===== config.mk =====
export PLATFORM = sky130hd
export DESIGN_NAME = gate_sweep_ctrl
export DESIGN_NICKNAME = d
export VERILOG_FILES = /design/src/rtl/gate_sweep_ctrl.sv
export SDC_FILE = /design/constraint.sdc
export NUM_CORES = 1
export LEC_CHECK = 0
export CORE_MARGIN = 2
export CORE_UTILIZATION = 35
export CTS_CLUSTER_DIAMETER = 80
export DETAILED_ROUTE_END_ITERATION = 16
export PLACE_DENSITY = 0.6
export SYNTH_ARGS = -nofsm -noshare
export SYNTH_HDL_FRONTEND = slang
export SYNTH_SLANG_ARGS = --single-unit

===== constraint.sdc =====
create_clock -name CLK -period 2.86 [get_ports CLK]
set_input_delay 0.572 -clock CLK [delete_from_list [all_inputs] [get_ports CLK]]
set_output_delay 0.572 -clock CLK [all_outputs]
set_load 0.01 [all_outputs]

===== src/rtl/gate_sweep_ctrl.sv =====
// Truth-table sweep controller for the custom gate F = !C && (!A || B).
// Drives all eight {A,B,C} vectors, captures F per vector and scores the table.

module gate_sweep_ctrl #(
    parameter logic [3:0] SETTLE = 4'd1,
    parameter logic [7:0] EXPECT = 8'h45
) (
    input  logic       CLK,
    input  logic       RST_N,
    input  logic       START,
    input  logic       ABORT,
    input  logic       F_IN,
    output logic       A_OUT,
    output logic       B_OUT,
    output logic       C_OUT,
    output logic       BUSY,
    output logic       DONE,
    output logic       PASS,
    output logic [7:0] TABLE,
    output logic [3:0] MISMATCH_CNT,
    output logic [2:0] FAIL_IDX
);

    typedef enum logic {
        S_IDLE = 1'b0,
        S_RUN  = 1'b1
    } state_t;

    state_t     state_q, state_d;
    logic [2:0] idx_q, idx_d;
    logic [3:0] cnt_q, cnt_d;
    logic [2:0] vec_q, vec_d;
    logic       done_q, done_d;
    logic       pass_q, pass_d;
    logic [7:0] table_q, table_d;
    logic [3:0] mcnt_q, mcnt_d;
    logic [2:0] fidx_q, fidx_d;
    logic       miss;

    always_comb begin
        state_d = state_q;
        idx_d   = idx_q;
        cnt_d   = cnt_q;
        done_d  = 1'b0;
        pass_d  = pass_q;
        table_d = table_q;
        mcnt_d  = mcnt_q;
        fidx_d  = fidx_q;
        miss    = 1'b0;

        case (state_q)
            S_IDLE: begin
                if (START && !ABORT) begin
                    state_d = S_RUN;
                    idx_d   = 3'd0;
                    cnt_d   = SETTLE;
                    table_d = 8'd0;
                    mcnt_d  = 4'd0;
                    fidx_d  = 3'd0;
                    pass_d  = 1'b0;
                end
            end
            S_RUN: begin
                if (ABORT) begin
                    // Partial results are kept for diagnosis; PASS stays clear.
                    state_d = S_IDLE;
                end else if (cnt_q != 4'd0) begin
                    cnt_d = cnt_q - 4'd1;
                end else begin
                    table_d[idx_q] = F_IN;
                    miss = (F_IN != EXPECT[idx_q]);
                    if (miss) begin
                        mcnt_d = mcnt_q + 4'd1;
                        if (mcnt_q == 4'd0) begin
                            fidx_d = idx_q;
                        end
                    end
                    if (idx_q != 3'd7) begin
                        idx_d = idx_q + 3'd1;
                        cnt_d = SETTLE;
                    end else begin
                        // Verdict includes the compare of the final vector.
                        state_d = S_IDLE;
                        done_d  = 1'b1;
                        pass_d  = (mcnt_d == 4'd0);
                    end
                end
            end
            default: state_d = S_IDLE;
        endcase

        vec_d = (state_d == S_RUN) ? idx_d : 3'd0;
    end

    always_ff @(posedge CLK or negedge RST_N) begin
        if (!RST_N) begin
            state_q <= S_IDLE;
            idx_q   <= 3'd0;
            cnt_q   <= 4'd0;
            vec_q   <= 3'd0;
            done_q  <= 1'b0;
            pass_q  <= 1'b0;
            table_q <= 8'd0;
            mcnt_q  <= 4'd0;
            fidx_q  <= 3'd0;
        end else begin
            state_q <= state_d;
            idx_q   <= idx_d;
            cnt_q   <= cnt_d;
            vec_q   <= vec_d;
            done_q  <= done_d;
            pass_q  <= pass_d;
            table_q <= table_d;
            mcnt_q  <= mcnt_d;
            fidx_q  <= fidx_d;
        end
    end

    assign {A_OUT, B_OUT, C_OUT} = vec_q;
    assign BUSY         = (state_q == S_RUN);
    assign DONE         = done_q;
    assign PASS         = pass_q;
    assign TABLE        = table_q;
    assign MISMATCH_CNT = mcnt_q;
    assign FAIL_IDX     = fidx_q;

endmodule


==> results of run 1 <==
[cells by family after synthesis]
family	count (synthesis)
compound gates	52
fa+ha+maj	4
mux	1
buf+inv	17
simple gates	63
xor+xnor	1
flops	28
[where the power goes]
group | leakage [µW] | switching (µW) | total (µW) | internal (µW)
Clock | 0.0000216 | 113 | 208 | 94.4
Sequential | 0.000381 | 35.7 | 470 | 434
Combinational | 0.000397 | 181 | 329 | 148
Total | 0.000800 | 330 | 1010 | 677
[tightest hold or removal path, stage by stage, from the launching register on]
cell	delay [ns]
sky130_fd_sc_hd__dfrtp_1	0.35
sky130_fd_sc_hd__o21ai_0	0.07
sky130_fd_sc_hd__o21ai_0	0.07
[sequential cells by signal, indices dropped and copies added (netlist names)]
| register | flops |
|---|---|
| TABLE | 8 |
| FAIL_IDX | 3 |
| DONE | 1 |
| PASS | 1 |
| BUSY | 1 |
| idx_q | 3 |
| vec_q | 3 |
| cnt_q | 4 |
| MISMATCH_CNT | 4 |
[per-stage QoR]
| stage | utilization (%) | power (µW) | instance area [µm²] |
|---|---|---|---|
| after floorplan | - | 705 | 1560 |
| after global placement | 42.4 | 798 | 1830 |
| after detailed placement | 42.4 | 806 | 1830 |
| after CTS | 43.3 | 1020 | 1870 |
| after global routing | 43.3 | 1080 | 1870 |
| final | 43.3 | 1010 | 1870 |
[layout by cell type, fill, tap and decap left out, types with 2 or more instances in the layout]
master,n
sky130_fd_sc_hd__a21oi_1,9
sky130_fd_sc_hd__a22o_1,2
sky130_fd_sc_hd__a31oi_1,4
sky130_fd_sc_hd__and3_1,2
sky130_fd_sc_hd__buf_4,5
sky130_fd_sc_hd__clkbuf_8,3
sky130_fd_sc_hd__clkdlybuf4s50_1,25
sky130_fd_sc_hd__dfrtp_1,28
sky130_fd_sc_hd__ha_1,4
sky130_fd_sc_hd__inv_1,8
sky130_fd_sc_hd__nand2_1,18
sky130_fd_sc_hd__nand2b_1,3
sky130_fd_sc_hd__nand3_1,9
sky130_fd_sc_hd__nand3b_1,3
sky130_fd_sc_hd__nor2_1,11
sky130_fd_sc_hd__nor3_1,3
sky130_fd_sc_hd__o211ai_1,2
sky130_fd_sc_hd__o21a_1,3
sky130_fd_sc_hd__o21ai_0,18
sky130_fd_sc_hd__o21bai_1,2
sky130_fd_sc_hd__o22ai_1,2
[metal layers]
metal  up-vias  GRT usage, %  share of wire [%]
met5         -             0                  0
met4         0          4.19               0.56
met3         2          2.42                5.4
met2        45          24.0                 48
met1       619          19.0                 46
li1        641             -                  -
[final timing paths]
| check | from | endpoint | slack [ns] | depth (start not counted) |
|---|---|---|---|---|
| min reg2reg | TABLE[0] | TABLE[0] | 0.52 | 2 |
| max reg2reg | idx_q[2] | PASS | 0.68 | 5 |
| max | idx_q[2] | PASS | 0.68 | 5 |
| max in group asynchronous | RST_N | cnt_q[3] | 1.91 | 2 |
| min | TABLE[0] | TABLE[0] | 0.52 | 2 |
| min in group asynchronous | RST_N | MISMATCH_CNT[2] | 0.68 | 2 |
[cell type report]
type	instances	area (µm²)	area share [%]
Timing Repair Buffer	30	288	15.4
Sequential cell	28	701	37.4
Clock buffer	3	41.3	2.20
Multi-Input combinational cell	121	749	40.0
Inverter	8	30.0	1.60
Tap cell	52	65.1	3.47
==> run summary, run 1 <==
PLACED DESIGN
--------------------------------------------------------------------------------
Inst Count DP                                                                239
Post-DP HPWL                                                             2.46 mm
DP Worst Slack                                                          0.432 ns
I/O Buffers                                                                   25
Placer congestion estimate                                                 0.832

FLOORPLANNING
--------------------------------------------------------------------------------
Number of placement rows                                                      24
Die ar.                                                                 5010 µm²
Standard cell core area                                                 4320 µm²
Width of the chip                                                        70.8 µm
Effective utilization at floorplan                                         36.1%
Die Y-Extent                                                             70.8 µm
Number of I/O pins                                                            26

STA
--------------------------------------------------------------------------------
Crit path time final                                                     2.18 ns
Setup Skew                                                            0.00613 ns
Setup ws final                                                          0.681 ns
Slew at the pin closest to its max-slew limit                           0.563 ns
Worst-case hold slack                                                   0.517 ns
Final Max Slew Viols                                                           0
Final setup violation count                                                    0
Count of endpoints failing hold in the final timing report                     0
Sum of negative setup slack                                                 0 ns
Final Cycle Share                                                          76.2%
Maximum clock frequency                                                  459 MHz
Slew HR                                                                    62.1%
Setup repair after global routing missed its margin                           no

DRT
--------------------------------------------------------------------------------
Total number of vias                                                        1307
Final wirelength                                                         3.39 mm
Average routed wire per standard cell                                    14.0 µm
First-iteration detailed-routing DRC count                                   103
Detail Route Antenna Nets                                                      0
Number of remaining DRC errors                                                 0
Avg Vias per Cell                                                           5.40
First drt pass iteration count                                                 4

SYNTH
--------------------------------------------------------------------------------
Combinational family with the most area after synthesis             simple AND/OR/NAND/NOR gates
Number of enable-type register cells in the synthesized netlist                0
Share of synthesized area occupied by flip-flops and latches               44.9%
Net count of the mapped netlist                                              175
Xor/xnor share of the synthesized area                                    0.561%
Multiplexer share of the synthesized area                                 0.642%
Async SR Flop Fraction                                                      100%
Most used DFF post-synth                                            sky130_fd_sc_hd__dfrtp_1
Synth top area share                                                       44.9%
Count leader, synth                                                 sky130_fd_sc_hd__dfrtp_1
Syn Std Cell Area                                                       1560 µm²
Simple-Gate Fraction of Synth Area                                         22.4%
Flip-flop and latch count after synthesis                                     28
Count of unique library cells instantiated by Yosys                           49
Dominant cell type by area after synthesis                          sky130_fd_sc_hd__dfrtp_1
Post-synthesis average cell area                                        9.40 µm²
Yosys warning total                                                            0
Top cells by area, synth                                            sky130_fd_sc_hd__dfrtp_1, sky130_fd_sc_hd__o21ai_0, sky130_fd_sc_hd__nand2_1
Adder-cell share of the synthesized area                                   3.21%
Number of instances in the synthesized netlist                               166
Synth cell count leaders                                            sky130_fd_sc_hd__dfrtp_1, sky130_fd_sc_hd__nand2_1, sky130_fd_sc_hd__o21ai_0
Compound-gate portion of the synthesized area                              21.3%

MIN PATH
--------------------------------------------------------------------------------
Path class of the lowest-slack min-delay path                       register to register

CLOCKING
--------------------------------------------------------------------------------
Htree depth                                                                    1
CTS sink cnt                                                                  28
TritonCTS Buffers                                                              3
Number of buffers between clock root and the deepest sink                      2
CTS tree                                                                   built
CTS Root Cell                                                       sky130_fd_sc_hd__clkbuf_8
PostCTS Resize Cnt                                                             0
Hold bufs inserted after CTS                                                   0
Clock transition at the registers of the reported paths                  0.09 ns
Clock network latency to the later pin of the worst-skew pair            0.27 ns
Post-CTS Setup Inserts                                                         0

CRITICAL PATH
--------------------------------------------------------------------------------
Critical path start-end classification                              register to register
Cell type of the slowest stage on the worst timing path             sky130_fd_sc_hd__dfrtp_1
Maximum fanout encountered on the critical timing path                        15
Worst path buffer plus inverter count                                          0
Kind of cell with the highest combined delay on the critical path   compound AO/OA/AOI/OAI gates
Ordered list of cells on the worst path                             and2_2, o21ai_0, and2_0, a211oi_1, o32a_1
Data required time of the worst path                                     3.02 ns
Delay of the slowest cell on the worst path                              0.54 ns
Startpoint types                                                        register
Element type at the critical path end                                   register
Data arrival time of the worst path                                      2.34 ns

GRT
--------------------------------------------------------------------------------
Global-route wire length before repair                                   5.82 mm
Overflow after GRT                                                             0
Pin count of the biggest net entering global routing                          29
Vias in the first global route                                              1253
GR Util All Layers                                                         14.3%
Number of antenna violations at the first check in global routing              0

CELLS AND AREA
--------------------------------------------------------------------------------
Final cell count without fillers                                             242
Antenna diodes                                                                 0
Nets@finish                                                                  201
Layout cells sized above 1                                                 8.95%
Filler cell count                                                            428
Synthesis-to-layout area growth                                            20.1%

PWR
--------------------------------------------------------------------------------
Power density over the cells                                          537 nW/µm²
Leakage component of the power                                       0.000800 µW
Worst supply voltage drop on vdd                                        0.256 mV

RUN STATUS
--------------------------------------------------------------------------------
Result of the run                                                   finished, final reports clean

JOB
--------------------------------------------------------------------------------
Max-cap violation count                                                        0

Power figures use the tool's default switching activity.
==> run 2: changes to the inputs <==
PLACE_DENSITY = 0.63   (was 0.6)
clock period = 1.76 ns   (was 2.86 ns; I/O delays follow)
==> run 2 against run 1 <==
Critical endpoint unchanged. Global-route usage is 1.1 points higher. Design area is 14% higher. Via count is 2.5% higher. Highest routed layer unchanged. Hold slack worse by 0.063 ns. The run now ends with setup timing left.
==> run summary, run 2 (synthesis results as in run 1) <==
RUN STATUS
--------------------------------------------------------------------------------
Result of the run                                                   complete, but fails checks
Violations in the final reports                                     setup timing

CELLS AND AREA
--------------------------------------------------------------------------------
Commonest non-fill, non-tap cell in the layout                      sky130_fd_sc_hd__dfrtp_1
Final cell count without fillers                                             266   +9.9%
Commonest non-fill, non-tap cells in the layout                     sky130_fd_sc_hd__dfrtp_1, sky130_fd_sc_hd__buf_4, sky130_fd_sc_hd__clkdlybuf4s50_1
Number of flip-flops in the largest register                                   8   unchanged
Fin area                                                                2140 µm²   +14%
Layout Utilization                                                         49.5%   +6.1 points
Filler cell count                                                            433   +1.2%
Antenna diodes                                                                 0   unchanged
Synthesis-to-layout area growth                                            37.1%
Layout cells sized above 1                                                 23.8%   +15 points
Nets@finish                                                                  224   +11%

STA
--------------------------------------------------------------------------------
Slew HR                                                                    75.3%   +13 points
Final Cycle Share                                                           101%   +25 points
Setup ws final                                                        -0.0151 ns   -0.696 ns
Setup repair after global routing missed its margin                          yes
Slew at the pin closest to its max-slew limit                           0.366 ns   -0.197 ns
Final Max Slew Viols                                                           0   unchanged
Count of endpoints failing hold in the final timing report                     0   unchanged
Maximum clock frequency                                                  563 MHz   +23%
Crit path time final                                                     1.78 ns   -0.404 ns
Setup Skew                                                            0.00379 ns   -0.00234 ns
Final setup violation count                                                    1   +1
Worst-case hold slack                                                   0.454 ns   -0.0629 ns

PWR
--------------------------------------------------------------------------------
Power density over the cells                                          863 nW/µm²   +61%
Reg power frac                                                             41.3%   -5.4 points
Share of power burned in combinational logic                               37.1%   +4.4 points
Part of the total power dissipated in the clock network                    21.6%   +1.0 points
Worst supply voltage drop on vdd                                        0.401 mV   +56%
Switching Fraction                                                         32.2%   -0.57 points
Pwr Total                                                                1850 µW   +83%
Net switching component of the power                                      595 µW   +80%
Internal Power                                                           1250 µW   +85%
Leakage component of the power                                       0.000933 µW   +17%

CRITICAL PATH
--------------------------------------------------------------------------------
Most Frequent Cell on Critical Path                                 sky130_fd_sc_hd__and2_4
Data required time of the worst path                                     1.92 ns   -1.10 ns
Data arrival time of the worst path                                      1.94 ns   -0.40 ns
Startpoint types                                                        register
Critical path start-end classification                              register to register
Crit Reg-Reg Startpoint                                                 idx_q[0]
Critical path launch point                                              idx_q[0]
Maximum fanout encountered on the critical timing path                         3   -12
Kind of cell with the highest combined delay on the critical path   simple AND/OR/NAND/NOR gates
Cell type of the slowest stage on the worst timing path             sky130_fd_sc_hd__dfrtp_1
Ordered list of cells on the worst path                             inv_4, ha_4, and2_4, or3_4, and2_4, and4_1, o32a_1
Worst path buffer plus inverter count                                          1   +1
Delay of the slowest cell on the worst path                              0.40 ns   -0.14 ns
Element type at the critical path end                                   register

PLACED DESIGN
--------------------------------------------------------------------------------
Post-DP HPWL                                                             2.62 mm   +6.5%
Placed cell area                                                        2030 µm²   +11%
I/O Buffers                                                                   25   unchanged
Inst Count DP                                                                261   +9.2%
Placer congestion estimate                                                 0.837   +0.53%

DRT
--------------------------------------------------------------------------------
First-iteration detailed-routing DRC count                                    83   -19%
Routed length on met3                                                     121 µm   -34%
Detail Route Antenna Nets                                                      0   unchanged
Avg Vias per Cell                                                           5.04   -6.7%
Amount of wire on met2 after detailed routing                            1.65 mm   +0.79%
Average routed wire per standard cell                                    13.6 µm   -3.0%
Post-route met1 wirelength                                               1.81 mm   +17%
Number of remaining DRC errors                                                 0   unchanged
First drt pass iteration count                                                 4   unchanged
Max layer used                                                              met4
Total number of vias                                                        1340   +2.5%
Final wirelength                                                         3.61 mm   +6.6%

FLOORPLANNING
--------------------------------------------------------------------------------
Effective utilization at floorplan                                         36.1%   unchanged
Standard cell core area                                                 4320 µm²   unchanged
Number of placement rows                                                      24   unchanged
Width of the chip                                                        70.8 µm   unchanged
Die Y-Extent                                                             70.8 µm   unchanged
Die ar.                                                                 5010 µm²   unchanged
Number of I/O pins                                                            26   unchanged

CLOCKING
--------------------------------------------------------------------------------
Clock transition at the registers of the reported paths                  0.10 ns   about the same
Htree depth                                                                    1   unchanged
CTS sink cnt                                                                  28   unchanged
CTS tree                                                                   built
Hold bufs inserted after CTS                                                   0   unchanged
Number of buffers between clock root and the deepest sink                      2   unchanged
Clock network latency to the later pin of the worst-skew pair            0.27 ns   about the same
CTS Root Cell                                                       sky130_fd_sc_hd__clkbuf_8
TritonCTS Buffers                                                              3   unchanged

JOB
--------------------------------------------------------------------------------
Max-cap violation count                                                        0   unchanged

GRT
--------------------------------------------------------------------------------
Pin count of the biggest net entering global routing                          29   unchanged
GR Util All Layers                                                         15.4%   +1.1 points
Overflow after GRT                                                             0   unchanged
Global-route wire length before repair                                   6.25 mm   +7.5%
Number of antenna violations at the first check in global routing              0   unchanged
Vias in the first global route                                              1289   +2.9%

MIN PATH
--------------------------------------------------------------------------------
Path class of the lowest-slack min-delay path                       input port to asynchronous set/reset pin

## run 2: layer usage
metal,global-route usage [%],up-vias
met1,22.8,617
li1,-,695
met4,4.40,0
met2,23.5,24
met5,0,-
met3,2.14,4
## run 2: stage by stage
step | TNS, ns | setup WS [ns]
4_1_cts | -0.0178 | -0.0178
2_1_floorplan | -1.11 | -0.336
5_1_grt | -0.126 | -0.0629
3_5_place_dp | -1.06 | -0.132
3_3_place_gp | -0.870 | -0.107
6_report | -0.0151 | -0.0151
## run 2: path summary, 6_finish.rpt
check	to	slack, ns	cells after the start
worst max-delay path	PASS	-0.02	7
worst min-delay path	DONE	0.45	2
worst max register to register	PASS	-0.02	7
worst min register to register	TABLE[5]	0.52	2
max in group asynchronous	MISMATCH_CNT[2]	1.02	2
min in group CLK	TABLE[5]	0.52	2
## run 2: worst register-to-register path, stage by stage, from the launching register on
cell and delay [ns]:
sky130_fd_sc_hd__dfrtp_1 0.40, sky130_fd_sc_hd__inv_4 0.05, sky130_fd_sc_hd__ha_4 0.14, sky130_fd_sc_hd__and2_4 0.14, sky130_fd_sc_hd__or3_4 0.33, sky130_fd_sc_hd__and2_4 0.18, sky130_fd_sc_hd__and4_1 0.14, sky130_fd_sc_hd__o32a_1 0.28
## run 2: area by class of cell
type / count / area (µm²) / share of cell area [%]
clock buffers: 4 / 55.1 / 2.57
inverters: 8 / 32.5 / 1.52
well taps: 52 / 65.1 / 3.04
multi-input cells: 121 / 808 / 37.8
repair buffers: 53 / 477 / 22.3
flip-flops and latches: 28 / 702 / 32.8
## run 2: power groups by stage
| stage | Clock, µW | Combinational (µW) | Sequential (µW) |
|---|---|---|---|
| after floorplan | 0 | 371 | 795 |
| after global placement | 0 | 631 | 774 |
| after detailed placement | 0 | 633 | 775 |
| after CTS | 417 | 659 | 763 |
| after global routing | 436 | 760 | 773 |
| final | 398 | 685 | 763 |
## run 2: repair_timing
item	in CTS	in global routing
buffers inserted	0	1
setup endpoints to repair	8	19
gates resized for setup	6	13
hold endpoints to repair	0	0
pin swaps	4	5
